<file path="src/rtl/prm_scan_pkg.sv">
// Shared types and defaults for the PRM edge-scan sequencer.
// Imported by the scan controller and its mask packer.
package prm_scan_pkg;

    localparam int CODE_W = 15;
    localparam int WORD_W = 32;

    typedef enum logic [1:0] {
        IDLE,
        SCAN,
        FLUSH,
        DRAIN
    } scan_state_e;

    typedef logic [CODE_W-1:0] code_t;

endpackage

</file>
<file path="src/rtl/prm_mask_packer.sv">
// Packs sampled checker mask bits LSB-first into words and holds each word
// in a valid/ready output register until the downstream stage accepts it.
module prm_mask_packer
    import prm_scan_pkg::*;
#(
    parameter int WORD_W = prm_scan_pkg::WORD_W,
    parameter int CNT_W  = $clog2(WORD_W) + 1
) (
    input  logic              clk,
    input  logic              rst_n,
    input  logic              clear,
    input  logic              in_valid,
    input  logic              in_bit,
    input  logic              in_last,
    input  logic              flush,
    input  logic [CNT_W-1:0]  inflight,
    input  logic              word_ready,
    output logic [WORD_W-1:0] word_data,
    output logic              word_valid,
    output logic              word_last,
    output logic              room_ok,
    output logic              flush_done
);

    localparam int IDX_W = $clog2(WORD_W);

    logic [WORD_W-1:0] acc_q, acc_d;
    logic [CNT_W-1:0]  acc_cnt_q, acc_cnt_d;
    logic [WORD_W-1:0] word_data_q, word_data_d;
    logic              word_valid_q, word_valid_d;
    logic              word_last_q, word_last_d;
    logic              out_free;
    logic              accept;

    assign accept   = word_valid_q & word_ready;
    assign out_free = ~word_valid_q | word_ready;
    // Bits already counted plus bits still in the checker pipe must fit.
    assign room_ok  = out_free
                    | ((acc_cnt_q + inflight + CNT_W'(1)) < CNT_W'(WORD_W));

    always_comb begin
        acc_d        = acc_q;
        acc_cnt_d    = acc_cnt_q;
        word_data_d  = word_data_q;
        word_valid_d = word_valid_q & ~accept;
        word_last_d  = word_last_q & ~accept;
        flush_done   = 1'b0;
        if (in_valid) begin
            if (acc_cnt_q == CNT_W'(WORD_W - 1)) begin
                word_data_d  = acc_q | (WORD_W'(in_bit) << (WORD_W - 1));
                word_valid_d = 1'b1;
                word_last_d  = in_last;
                acc_d        = '0;
                acc_cnt_d    = '0;
            end else begin
                acc_d[acc_cnt_q[IDX_W-1:0]] = in_bit;
                acc_cnt_d = acc_cnt_q + CNT_W'(1);
            end
        end
        if (flush) begin
            if (acc_cnt_q == '0) begin
                flush_done = 1'b1;
            end else if (out_free) begin
                word_data_d  = acc_q;
                word_valid_d = 1'b1;
                word_last_d  = 1'b1;
                acc_d        = '0;
                acc_cnt_d    = '0;
                flush_done   = 1'b1;
            end
        end
        if (clear) begin
            acc_d        = '0;
            acc_cnt_d    = '0;
            word_data_d  = '0;
            word_valid_d = 1'b0;
            word_last_d  = 1'b0;
        end
    end

    always_ff @(posedge clk or negedge rst_n) begin
        if (!rst_n) begin
            acc_q        <= '0;
            acc_cnt_q    <= '0;
            word_data_q  <= '0;
            word_valid_q <= 1'b0;
            word_last_q  <= 1'b0;
        end else begin
            acc_q        <= acc_d;
            acc_cnt_q    <= acc_cnt_d;
            word_data_q  <= word_data_d;
            word_valid_q <= word_valid_d;
            word_last_q  <= word_last_d;
        end
    end

    assign word_data  = word_data_q;
    assign word_valid = word_valid_q;
    assign word_last  = word_last_q;

endmodule

</file>
<file path="src/rtl/prm_edge_scan_ctrl.sv">
// Sweeps a range of edge codes through the obstacle-logic checker and
// streams the packed edge masks downstream with a hit count.
module prm_edge_scan_ctrl
    import prm_scan_pkg::*;
#(
    parameter int CODE_W  = prm_scan_pkg::CODE_W,
    parameter int WORD_W  = prm_scan_pkg::WORD_W,
    parameter int CHK_LAT = 1
) (
    input  logic              clk,
    input  logic              rst_n,
    input  logic              start,
    input  logic              abort,
    input  logic [CODE_W-1:0] first_code,
    input  logic [CODE_W-1:0] last_code,
    output logic [CODE_W-1:0] chk_code,
    output logic              chk_valid,
    input  logic              chk_mask,
    output logic [WORD_W-1:0] word_data,
    output logic              word_valid,
    input  logic              word_ready,
    output logic              word_last,
    output logic              busy,
    output logic              done,
    output logic [CODE_W:0]   hit_count
);

    localparam int CNT_W = $clog2(WORD_W) + 1;
    localparam int CTR_W = CODE_W + 1;
    localparam logic [CTR_W-1:0] HIT_MAX = {1'b1, {CODE_W{1'b0}}};

    scan_state_e        state_q, state_d;
    logic [CTR_W-1:0]   cur_q, cur_d;
    logic [CTR_W-1:0]   last_q, last_d;
    logic [CTR_W-1:0]   hit_q, hit_d;
    logic [CHK_LAT-1:0] vld_q, vld_d;
    logic [CHK_LAT:0]   vld_sh;
    logic               done_q, done_d;
    logic [CNT_W-1:0]   inflight;
    logic               issue, empty, last_acc;
    logic               in_valid, in_last;
    logic               flush, flush_done, room_ok;

    // A start with first > last leaves cur above last from the first cycle.
    assign empty    = cur_q > last_q;
    assign last_acc = word_valid & word_ready & word_last;
    assign in_valid = vld_q[CHK_LAT-1];

    always_comb begin
        inflight = '0;
        for (int i = 0; i < CHK_LAT; i++) begin
            inflight = inflight + CNT_W'(vld_q[i]);
        end
    end

    always_ff @(posedge clk or negedge rst_n) begin
        if (!rst_n) begin
            state_q <= IDLE;
        end else begin
            state_q <= state_d;
        end
    end

    always_comb begin
        state_d = state_q;
        unique case (state_q)
            IDLE:  if (start) state_d = SCAN;
            SCAN: begin
                if (empty) begin
                    state_d = IDLE;
                end else if (issue && cur_q == last_q) begin
                    state_d = FLUSH;
                end
            end
            FLUSH: begin
                if (last_acc) begin
                    state_d = IDLE;
                end else if (flush_done) begin
                    state_d = DRAIN;
                end
            end
            DRAIN: if (last_acc) state_d = IDLE;
            default: state_d = IDLE;
        endcase
        if (abort) state_d = IDLE;
    end

    always_comb begin
        issue   = (state_q == SCAN) & ~empty & room_ok;
        // The final bit lands in FLUSH with nothing else left in the pipe.
        in_last = (state_q == FLUSH) & in_valid & (inflight == CNT_W'(1));
        flush   = (state_q == FLUSH) & (inflight == '0);
        cur_d   = cur_q;
        last_d  = last_q;
        hit_d   = hit_q;
        vld_sh  = {vld_q, issue};
        vld_d   = vld_sh[CHK_LAT-1:0];
        if (state_q == IDLE && start && !abort) begin
            cur_d  = {1'b0, first_code};
            last_d = {1'b0, last_code};
            hit_d  = '0;
        end else if (issue) begin
            cur_d = cur_q + CTR_W'(1);
        end
        if (in_valid && chk_mask && hit_q != HIT_MAX) begin
            hit_d = hit_q + CTR_W'(1);
        end
        done_d = ~abort
               & (((state_q == SCAN) & empty)
               | (((state_q == FLUSH) | (state_q == DRAIN)) & last_acc));
        if (abort) vld_d = '0;
    end

    always_ff @(posedge clk or negedge rst_n) begin
        if (!rst_n) begin
            cur_q  <= '0;
            last_q <= '0;
            hit_q  <= '0;
            vld_q  <= '0;
            done_q <= 1'b0;
        end else begin
            cur_q  <= cur_d;
            last_q <= last_d;
            hit_q  <= hit_d;
            vld_q  <= vld_d;
            done_q <= done_d;
        end
    end

    prm_mask_packer #(
        .WORD_W (WORD_W),
        .CNT_W  (CNT_W)
    ) u_packer (
        .clk        (clk),
        .rst_n      (rst_n),
        .clear      (abort),
        .in_valid   (in_valid),
        .in_bit     (chk_mask),
        .in_last    (in_last),
        .flush      (flush),
        .inflight   (inflight),
        .word_ready (word_ready),
        .word_data  (word_data),
        .word_valid (word_valid),
        .word_last  (word_last),
        .room_ok    (room_ok),
        .flush_done (flush_done)
    );

    assign chk_code  = cur_q[CODE_W-1:0];
    assign chk_valid = issue;
    assign busy      = state_q != IDLE;
    assign done      = done_q;
    assign hit_count = hit_q;

endmodule

</file>
<file path="config.mk">
export PLATFORM = sky130hd
export DESIGN_NAME = prm_edge_scan_ctrl
export DESIGN_NICKNAME = d
export VERILOG_FILES = /design/src/rtl/prm_scan_pkg.sv /design/src/rtl/prm_mask_packer.sv /design/src/rtl/prm_edge_scan_ctrl.sv
export SDC_FILE = /design/constraint.sdc
export NUM_CORES = 1
export LEC_CHECK = 0
export CORE_UTILIZATION = 35
export CTS_CLUSTER_DIAMETER = 150
export DETAILED_ROUTE_END_ITERATION = 16
export PLACE_DENSITY_LB_ADDON = 0.3
export RECOVER_POWER = 25
export SLEW_MARGIN = 25
export SYNTH_ARGS = -nofsm -noshare
export SYNTH_HDL_FRONTEND = slang
export SYNTH_SLANG_ARGS = --single-unit
</file>
<file path="constraint.sdc">
create_clock -name clk -period 2.95 [get_ports clk]
set_clock_uncertainty 0.15 [all_clocks]
set_input_delay 0.885 -clock clk [delete_from_list [all_inputs] [get_ports clk]]
set_output_delay 0.885 -clock clk [all_outputs]
set_load 0.01 [all_outputs]
</file>
==> results of run 1 <==
power groups by stage:
stage	clock network (W)	logic (W)	registers, W
final	0.00218	0.00134	0.00188
after global routing	0.00229	0.00147	0.00189
after CTS	0.00221	0.00135	0.00187
after detailed placement	0	0.00129	0.00190
after global placement	0	0.00127	0.00190
after floorplan	0	0.000694	0.00194
flip-flops by register name, indices dropped and copies added, names as in the netlist:
signal	cells
cur_q	16
done	1
hit_count	16
in_valid	1
last_q	15
state_q	2
u_packer.acc_cnt_q	6
u_packer.acc_q	32
u_packer.word_data	32
u_packer.word_last	1
u_packer.word_valid	1
how the worst max path moves through the flow:
stage,start,endpoint,slack [ns],cells after the start
finish,cur_q[9]$_DFFE_PN0P_,chk_valid,-0.35,8
global route,cur_q[14]$_DFFE_PN0P_,chk_valid,-0.46,8
CTS,cur_q[12]$_DFFE_PN0P_,chk_valid,-0.34,8
detailed placement,word_ready,chk_valid,-0.53,7
global placement,word_ready,chk_valid,-0.54,7
floorplan,cur_q[13]$_DFFE_PN0P_,chk_valid,0.02,8
metal layers:
metal	GRT usage	vias to the layer above	wire, um
met1	0.255	2672	8070
li1	-	2789	-
met2	0.298	107	7860
met5	0	-	0
met4	0.0665	0	183
met3	0.0386	16	548
cell families (layout without fill, tap and decap cells):
logic type	after synthesis	count (layout)	synth area share
flops	123	123	0.479
simple gates	289	289	0.222
buf+inv	89	225	0.0638
fa+ha+maj	22	22	0.0428
xor+xnor	5	5	0.00681
mux	5	5	0.00778
compound gates	192	192	0.178
final cells by class:
| type | count | area, um^2 |
|---|---|---|
| fill | 1733 | 9330 |
| clock inverter | 15 | 191 |
| inverter | 23 | 88.8 |
| tap | 229 | 287 |
| multi-input combinational | 513 | 3000 |
| sequential | 123 | 3080 |
| clock buffer | 17 | 425 |
| timing repair buffer | 170 | 1560 |
repair_timing:
action	CTS	global route
hold buffers	0	0
resized for setup	10	0
pin swaps	10	0
buffers inserted	4	0
setup endpoints to repair	1	1
layout by cell type, fill, tap and decap left out, types with 7 or more instances in the layout:
master             n
a31oi_1           12
nor3_1             7
o21ai_1            9
buf_4             62
dfrtp_1          123
nand4_1           11
o21ai_0           43
nand2b_1          10
a21oi_1           70
inv_1             21
clkdlybuf4s50_1  101
clkbuf_16         17
ha_1              19
nor2_1            45
o31ai_1           14
nand2_1          121
and3_1            12
or3_1             16
or4_1              9
o211ai_1          17
nand3_1           23
worst max-delay path: stages, from the launching register on:
cell     delay, ns
dfrtp_1       0.39
ha_1          0.32
nand4_1       0.18
buf_4         0.18
o31ai_1       0.28
o31a_1        0.19
or2_4         0.15
inv_4         0.04
buf_6         0.11
metrics by stage:
step | TNS [ns] | cell area, um^2 | util | setup WS (ns) | power, W
floorplan | 0 | 6440 | - | 0.0189 | 0.00264
global placement | -0.539 | 7980 | 0.444 | -0.539 | 0.00317
detailed placement | -0.533 | 7980 | 0.444 | -0.533 | 0.00319
CTS | -0.336 | 8660 | 0.482 | -0.336 | 0.00543
global route | -0.458 | 8630 | 0.480 | -0.458 | 0.00565
finish | -0.347 | 8630 | 0.480 | -0.347 | 0.00539
==> out/results.tsv, run 1 <==
metric	value	unit
status	finished, violations left	
violations	negative setup slack	
synth.cell_area	6430	um^2
ys_top_cells_by_area	dfrtp_1 (48%), nand2_1 (7.1%), a21oi_1 (5.4%)	
fin_ws	-0.347	ns
r2r-end	cur_q[12]$_DFFE_PN0P_	
powerDensity	624	nW/um^2
dp_hpwl	11.3	mm
clkPwrFrac	0.404	
cp_max_fo	2	
tightest_slew	1.10	ns
die_h	138	um
syn_inst	725	
synth_commonest_cells	dfrtp_1 (123), nand2_1 (121), a21oi_1 (70)	
synth_fp_nets	783	
cts_buffers	17	
synth_area_leader_cell	dfrtp_1	
p_sw_frac	0.296	
r2r_start	cur_q[14]$_DFFE_PN0P_	
grt_max_degree	70	
path_clk_slew	0.06	ns
drc	0	
maxSlewViolCount	0	
relSlewSlack	0.268	
ir_drop	0.426	mV
groute.usage.overall	0.189	
switching_power	0.00159	W
grt_pass1_wl	27.6	mm
leakage	3.59	nW
wl_per_cell	15.3	um
critical_path_arrival	2.26	ns
viasPerCell	5.12	
final-setup-viol-count	1	
netlist.area_leader.share	0.479	
worstHoldPathType	in -> async	
endpoint_kind	output pin	
ys_async_sr_fraction	1.00	
initial_utilization	0.358	
fin_crit_sh	1.12	
finalHoldViolCount	0	
placed_cells	1054	
worst_setup_path_start_kind	flip-flop	
combPwrFrac	0.248	
sequentialPowerShare	0.348	
ys_seq_elements	123	
nets	906	
holdWs	0.318	ns
avgSynthCellArea	8.87	um^2
maxCapViolCount	0	
drive_above_1_share	0.135	
p_int	0.00379	W
num_rows	49	
fin_crit	3.30	ns
cts_max_path_buffers	2	
final_cells	1090	
die_x	138	um
synth_warnings	0	
routed_wl	16.7	mm
antenna_found_initial	0	
rsz0062_at_grt	true	
ys.flop_type	dfrtp_1	
areaGrowthSynthToFinish	34.2	%
grt_pass1_vias	5338	
vias	5584	
grt_overflow	0	
r2r_setup_slack	0.17	ns
place_congestion	0.791	
core	18000	um^2
die_area	18900	um^2
dr.pass1.iters	4	
worst_r2r_path_depth	9	
ys_types	56	
pin_count	104	
ant_nets	0	
critical_path_class	reg -> out	
root_buffer	clkbuf_16	
synth_edf_count	0	
port_buffers	103	
clk_latency	0.42	ns
diodes	0	
drt-initial-drc-count	313	
seq_area_frac_synth	0.479	
tritoncts	done	
fmax	0.303	GHz
htreeDepth	4	
cp.required	1.92	ns
synth.most_common_cell	dfrtp_1	
cts_sinks	123	
(Power assumes the default switching activity.)
==> run 2: changes to the inputs <==
==> constraint.sdc (replaced) <==
create_clock -name clk -period 2.95 [get_ports clk]
set_clock_uncertainty 0.15 [all_clocks]
set_input_delay 0.4425 -clock clk [delete_from_list [all_inputs] [get_ports clk]]
set_output_delay 0.4425 -clock clk [all_outputs]
set_load 0.01 [all_outputs]
==> run 2 against run 1 <==
Effect of this change: the flow finishes with violations (max-capacitance violations, max-slew violations); sequential power barely moved; non-clock buffer count fell by 20; global-route usage barely moved; clock-buffer cell count rose by 3; wire length rose by 1.1%; critical path type unchanged; clock power fell by 3%; first-iteration DRC count rose by 4.5%; sequential share of layout area rose by 0.66 points.
==> out/results.tsv, run 2 (synthesis results as in run 1) <==
metric	value	unit
status	finished, violations left	
violations	max-capacitance violations, max-slew violations	
cp_max_fo	2	
rsz0062_at_grt	true	
worstHoldPathType	reg -> reg	
fmax	0.346	GHz
die_x	138	um
power	0.00526	W
cp_common_cell	nand4_1	
initial_utilization	0.358	
cts_max_path_buffers	2	
cpPeakStageDelay	0.41	ns
vias	5620	
relSlewSlack	-0.187	
viasPerCell	5.26	
p_int	0.00375	W
pre_cts_ws	-0.0294	ns
ant_nets	0	
powerDensity	621	nW/um^2
areaGrowthSynthToFinish	31.8	%
cts_buffers	17	
die_h	138	um
final_cell_mix	dfrtp_1 (123), nand2_1 (121), clkdlybuf4s50_1 (101)	
clk_latency	0.41	ns
groute.usage.overall	0.189	
grt_pass1_wl	27.7	mm
drt-initial-drc-count	327	
p_sw_frac	0.286	
critical_path_class	reg -> out	
wl_per_cell	15.8	um
sequentialPowerShare	0.358	
cts_sinks	123	
clkPwrFrac	0.403	
place_congestion	0.822	
grt_pass1_vias	5428	
critical_path_arrival	2.30	ns
combPwrFrac	0.239	
tritoncts	done	
maxSlewViolCount	34	
grt_max_degree	64	
pin_count	104	
dr.pass1.iters	5	
finalHoldViolCount	0	
maxCapViolCount	1	
root_buffer	clkbuf_16	
fin_crit_sh	0.979	
fin_crit	2.89	ns
core	18000	um^2
endpoint_kind	output pin	
nets	886	
routed_wl	16.8	mm
port_buffers	103	
ir_drop	0.409	mV
drive_above_1_share	0.117	
diodes	0	
layout_commonest_cell	dfrtp_1	
cp.required	2.36	ns
final_area	8470	um^2
leakage	3.46	nW
final_core_util	0.472	
tightest_slew	1.78	ns
path_clk_slew	0.06	ns
antenna_found_initial	0	
fin_ws	0.0608	ns
placed_area	7750	um^2
htreeDepth	4	
num_rows	49	
switching_power	0.00151	W
drc	0	
grt_overflow	0	
final-setup-viol-count	0	
dp_hpwl	11.3	mm
worst_setup_path_start_kind	flip-flop	
die_area	18900	um^2
crit_chain	ha_4 -> nand4_1 -> nor4_4 -> nand4_1 -> o31a_1 -> or2_4 -> inv_4 -> buf_6	
slowest_stage	dfrtp_1	
-- run 2: area by class of cell --
| cell class | count | area (um^2) |
|---|---|---|
| Clock buffer | 20 | 457 |
| Clock inverter | 11 | 144 |
| Fill cell | 1690 | 9490 |
| Inverter | 23 | 88.8 |
| Multi-Input combinational cell | 513 | 3030 |
| Sequential cell | 123 | 3080 |
| Tap cell | 229 | 287 |
| Timing Repair Buffer | 150 | 1390 |
-- run 2: what timing repair did --
action / 4_1_cts / 5_1_grt
hold buffers: 1 / 0
pin swaps: 2 / 8
hold endpoints to repair: 31 / 0
endpoints found under the setup margin: 1 / 2
resized for setup: 9 / 10
setup buffers: 7 / 0
-- run 2: metrics by stage --
stage | TNS, ns | hold slack (ns) | std cells
CTS | 0 | 0.336 | 1071
global placement | -0.0191 | 0.265 | 1032
detailed placement | -0.0294 | 0.266 | 1032
finish | 0 | 0.339 | 1069
global route | -1.43 | 0.353 | 1069
floorplan | 0 | -0.00309 | 725
-- run 2: critical path: cells and delay by family (launching register included) --
| family | cells | cell delay, ns |
|---|---|---|
| AO/OA/AOI/OAI | 1 | 0.14 |
| adder cells (fa/ha/maj) | 1 | 0.28 |
| flip-flops | 1 | 0.41 |
| AND/OR/NAND/NOR | 4 | 0.91 |
| buffers and inverters | 2 | 0.15 |
-- run 2: power by group through the flow --
stage,clock [W],combinational (W),sequential [W]
after floorplan,0,0.000684,0.00194
after global routing,0.00223,0.00139,0.00190
after detailed placement,0,0.00119,0.00190
after global placement,0,0.00119,0.00190
after CTS,0.00215,0.00123,0.00188
final,0.00212,0.00126,0.00188
-- run 2: per-layer routing --
layer / vias to the layer above / track usage / part of all wire
met2: 118 / 0.298 / 0.48
li1: 2762 / - / -
met1: 2723 / 0.259 / 0.48
met5: - / 0 / 0
met3: 17 / 0.0401 / 0.034
met4: 0 / 0.0580 / 0.012
-- run 2: path summary, 6_finish.rpt --
| check | startpoint | to | slack (ns) | cells past startpoint |
|---|---|---|---|---|
| worst min register to register | last_q[0]$_DFFE_PN0P_ | last_q[0]$_DFFE_PN0P_ | 0.34 | 2 |
| worst max-delay path | cur_q[9]$_DFFE_PN0P_ | chk_valid | 0.06 | 8 |
| worst max register to register | cur_q[9]$_DFFE_PN0P_ | state_q[0]$_DFFE_PN0P_ | 0.20 | 13 |
| worst min-delay path | last_q[0]$_DFFE_PN0P_ | last_q[0]$_DFFE_PN0P_ | 0.34 | 2 |
| max in group asynchronous | rst_n | last_q[13]$_DFFE_PN0P_ | 0.41 | 3 |
| min in group asynchronous | rst_n | u_packer.word_data[9]$_DFF_PN0_ | 0.89 | 2 |
==> RTL change: new RTL, flow settings as in run 2 <==
Re-encode `scan_state_e` (4 states) as Gray code, 2 bits wide.
--- a/src/rtl/prm_scan_pkg.sv
+++ b/src/rtl/prm_scan_pkg.sv
@@ -7,8 +7,8 @@
 
     typedef enum logic [1:0] {
-        IDLE,
-        SCAN,
-        FLUSH,
-        DRAIN
+        IDLE  = 2'b00,
+        SCAN  = 2'b01,
+        FLUSH = 2'b11,
+        DRAIN = 2'b10
     } scan_state_e;
 
Behaviour: same outputs for any inputs over 4 cycles, from zero or initial values and one cycle with rst_n low; so few cycles prove little.
==> RTL change against run 2 <==
Non-clock buffer count decreased by 12. The flow still finishes with violations (capacitance limit, slew limit). Cell area decreased by 2.8%. Power decreased by 7.1%. Worst hold slack got worse by 0.0032 ns. Setup slack improved by 0.029 ns. Area after synthesis decreased by 1.5%. Routed wire length decreased by 6.4%. Register-to-register slack improved by 0.15 ns. Sequential cell count unchanged. Critical endpoint unchanged.
==> RTL change: results (changes against run 2) <==
Timing
The relative slew slack is -0.148 (+0.0395). The final count of pins violating max slew is 124 (+260%).

Clock tree
The post-CTS setup buffer count came to 0 (-7).

Logic synthesis
Counting instances in the post-synthesis netlist gives the leading cell types as 131 x nand2_1, 123 x dfrtp_1, 68 x a21oi_1, 55 x nor2_1, 51 x o21ai_0. The number of distinct library cells after synthesis is 51 (-8.9%). The post-synthesis sequential area ratio came to 0.486 (+0.00709). By area the synthesized netlist is led by dfrtp_1 49%, nand2_1 7.8%, a21oi_1 5.4%.

The post-synthesis area per instance came to 8.92 sq um (+0.62%). The xor-xnor portion of the synthesized cell area is 0.0235 (+0.0167). The fraction of synthesized area in multiplexers is 0.0144 (+0.00663). The net count after synthesis came to 768 (-1.9%).

The adder and majority cell fraction of the synthesized area is 0.0434 (+0.000634).

Worst setup path
The arrival time of the worst setup path is 2.27 ns (-0.03 ns). The maximum fanout along the worst path is 3 (+1).

Global routing
The pin count of the biggest net entering global routing came to 124 (+94%). The global-route total usage across every layer is 0.178 (-0.0109). The routing usage on met1 is 0.247 (-0.0116).

The wire length of the first global-routing pass is 26,000 um (-6.3%). The via count of the first global-routing pass is 5,167 (-4.8%). The met2 track demand over resource was 0.276 (-0.0221). The met3 global-route usage is 0.0396 (-0.000473).

Place
The number of placed cells counting well taps is 1,015 (-1.6%). The worst setup timing slack at the placement stage is 0.0639 ns (+0.0933 ns). The post-DP HPWL came to 10,500 um (-7.4%). The global placement routability congestion is 0.797 (-3.1%). The area of placed instances is 0.00766 sq mm (-1.1%).

Drt
The first-pass iteration count of the detailed router is 4 (-1). The post-detailed-route wirelength per cell is 15.1 um (-4.4%). The initial detailed-routing violation count is 383 (+17%). The number of vias per cell is 5.01 (-4.8%).

The final wirelength is 15,800 um (-6.4%).

Layout
The number of fillers in the final layout is 1,703 (+0.77%). The share of cells above drive strength 1 is 0.107 (-0.00961). The layout net count is 867 (-2.1%). The design area came to 0.00824 sq mm (-2.8%). The antenna diode count came to 0 (unchanged).

Run
The count of max-cap constraint violations was 1 (unchanged).

Run status
The final reports fail on capacitance limit, slew limit. The run finished, with violations left.

Power
The leakage power total is 0.00339 uW (-1.9%). The worst-case vdd ir drop was 0.431 mV (+5.3%).
RTL change: cell types whose count changed after synthesis, moves of 6 or more:
cell and delta:
xnor2_1 +13, nand2_1 +10, or4_1 -7, o21ai_0 +8
o31ai_1 -11, a31oi_1 -6, nor2_1 +10, nand2b_1 -7
clkbuf_1 -11
RTL change: through the flow:
step	total power (uW)	util	hold slack [ns]
floorplan	2580	-	-0.00309
global placement	2970	0.439	0.323
detailed placement	2980	0.439	0.334
CTS	4930	0.472	0.0130
global route	5160	0.471	0.377
finish	4880	0.471	0.336
RTL change: logic make-up after synthesis:
group                      after synthesis
DFF                                    123
buffers and inverters                   80
and+or+nand+nor                        295
xor gates and xnor gates                17
AOI/OAI and AO/OA                      164
muxes                                    9
adders and majority gates               22
RTL change: power breakdown:
group / internal, uW / leakage [uW] / total, uW / switching (uW)
logic: 521 / 0.00146 / 1090 / 567
clock network: 1170 / 0.000264 / 1890 / 720
registers: 1810 / 0.00166 / 1910 / 98.7
RTL change: worst min-delay path, cell delays in order (launching register included):
cell,delay (ns)
dfrtp_1,0.35
nand2_1,0.05
nand2_1,0.06
RTL change: what timing repair did:
action | in CTS | in global routing
pin swaps | 5 | 0
endpoints found under the setup margin | 1 | 1
resized for setup | 9 | 0
RTL change: worst paths after layout:
kind	start	end	slack, ns	cells after the start
worst max-delay path	cur_q[13]	chk_valid	0.09	7
worst min-delay path	last_q[0]	last_q[0]	0.34	2
worst max register to register	cur_q[13]	cur_q[7]	0.35	9
worst min register to register	last_q[0]	last_q[0]	0.34	2
max in group asynchronous	rst_n	hit_count[14]	1.10	2
min in group asynchronous	rst_n	last_q[4]	0.41	2
RTL change: cell type report:
type	count	area (sq um)	share of cell area
clock buffers	23	458	0.0556
clock inverters	9	72.6	0.00881
inverters	22	82.6	0.0100
multi-input cells	507	2950	0.358
flip-flops and latches	123	3080	0.374
well taps	225	282	0.0342
repair buffers	138	1320	0.160
RTL change: per-layer routing:
metal  up-vias  part of all wire
met3         9             0.043
met2       103              0.45
met1      2492              0.50
met5         -                 0
li1       2638                 -
met4         0            0.0084
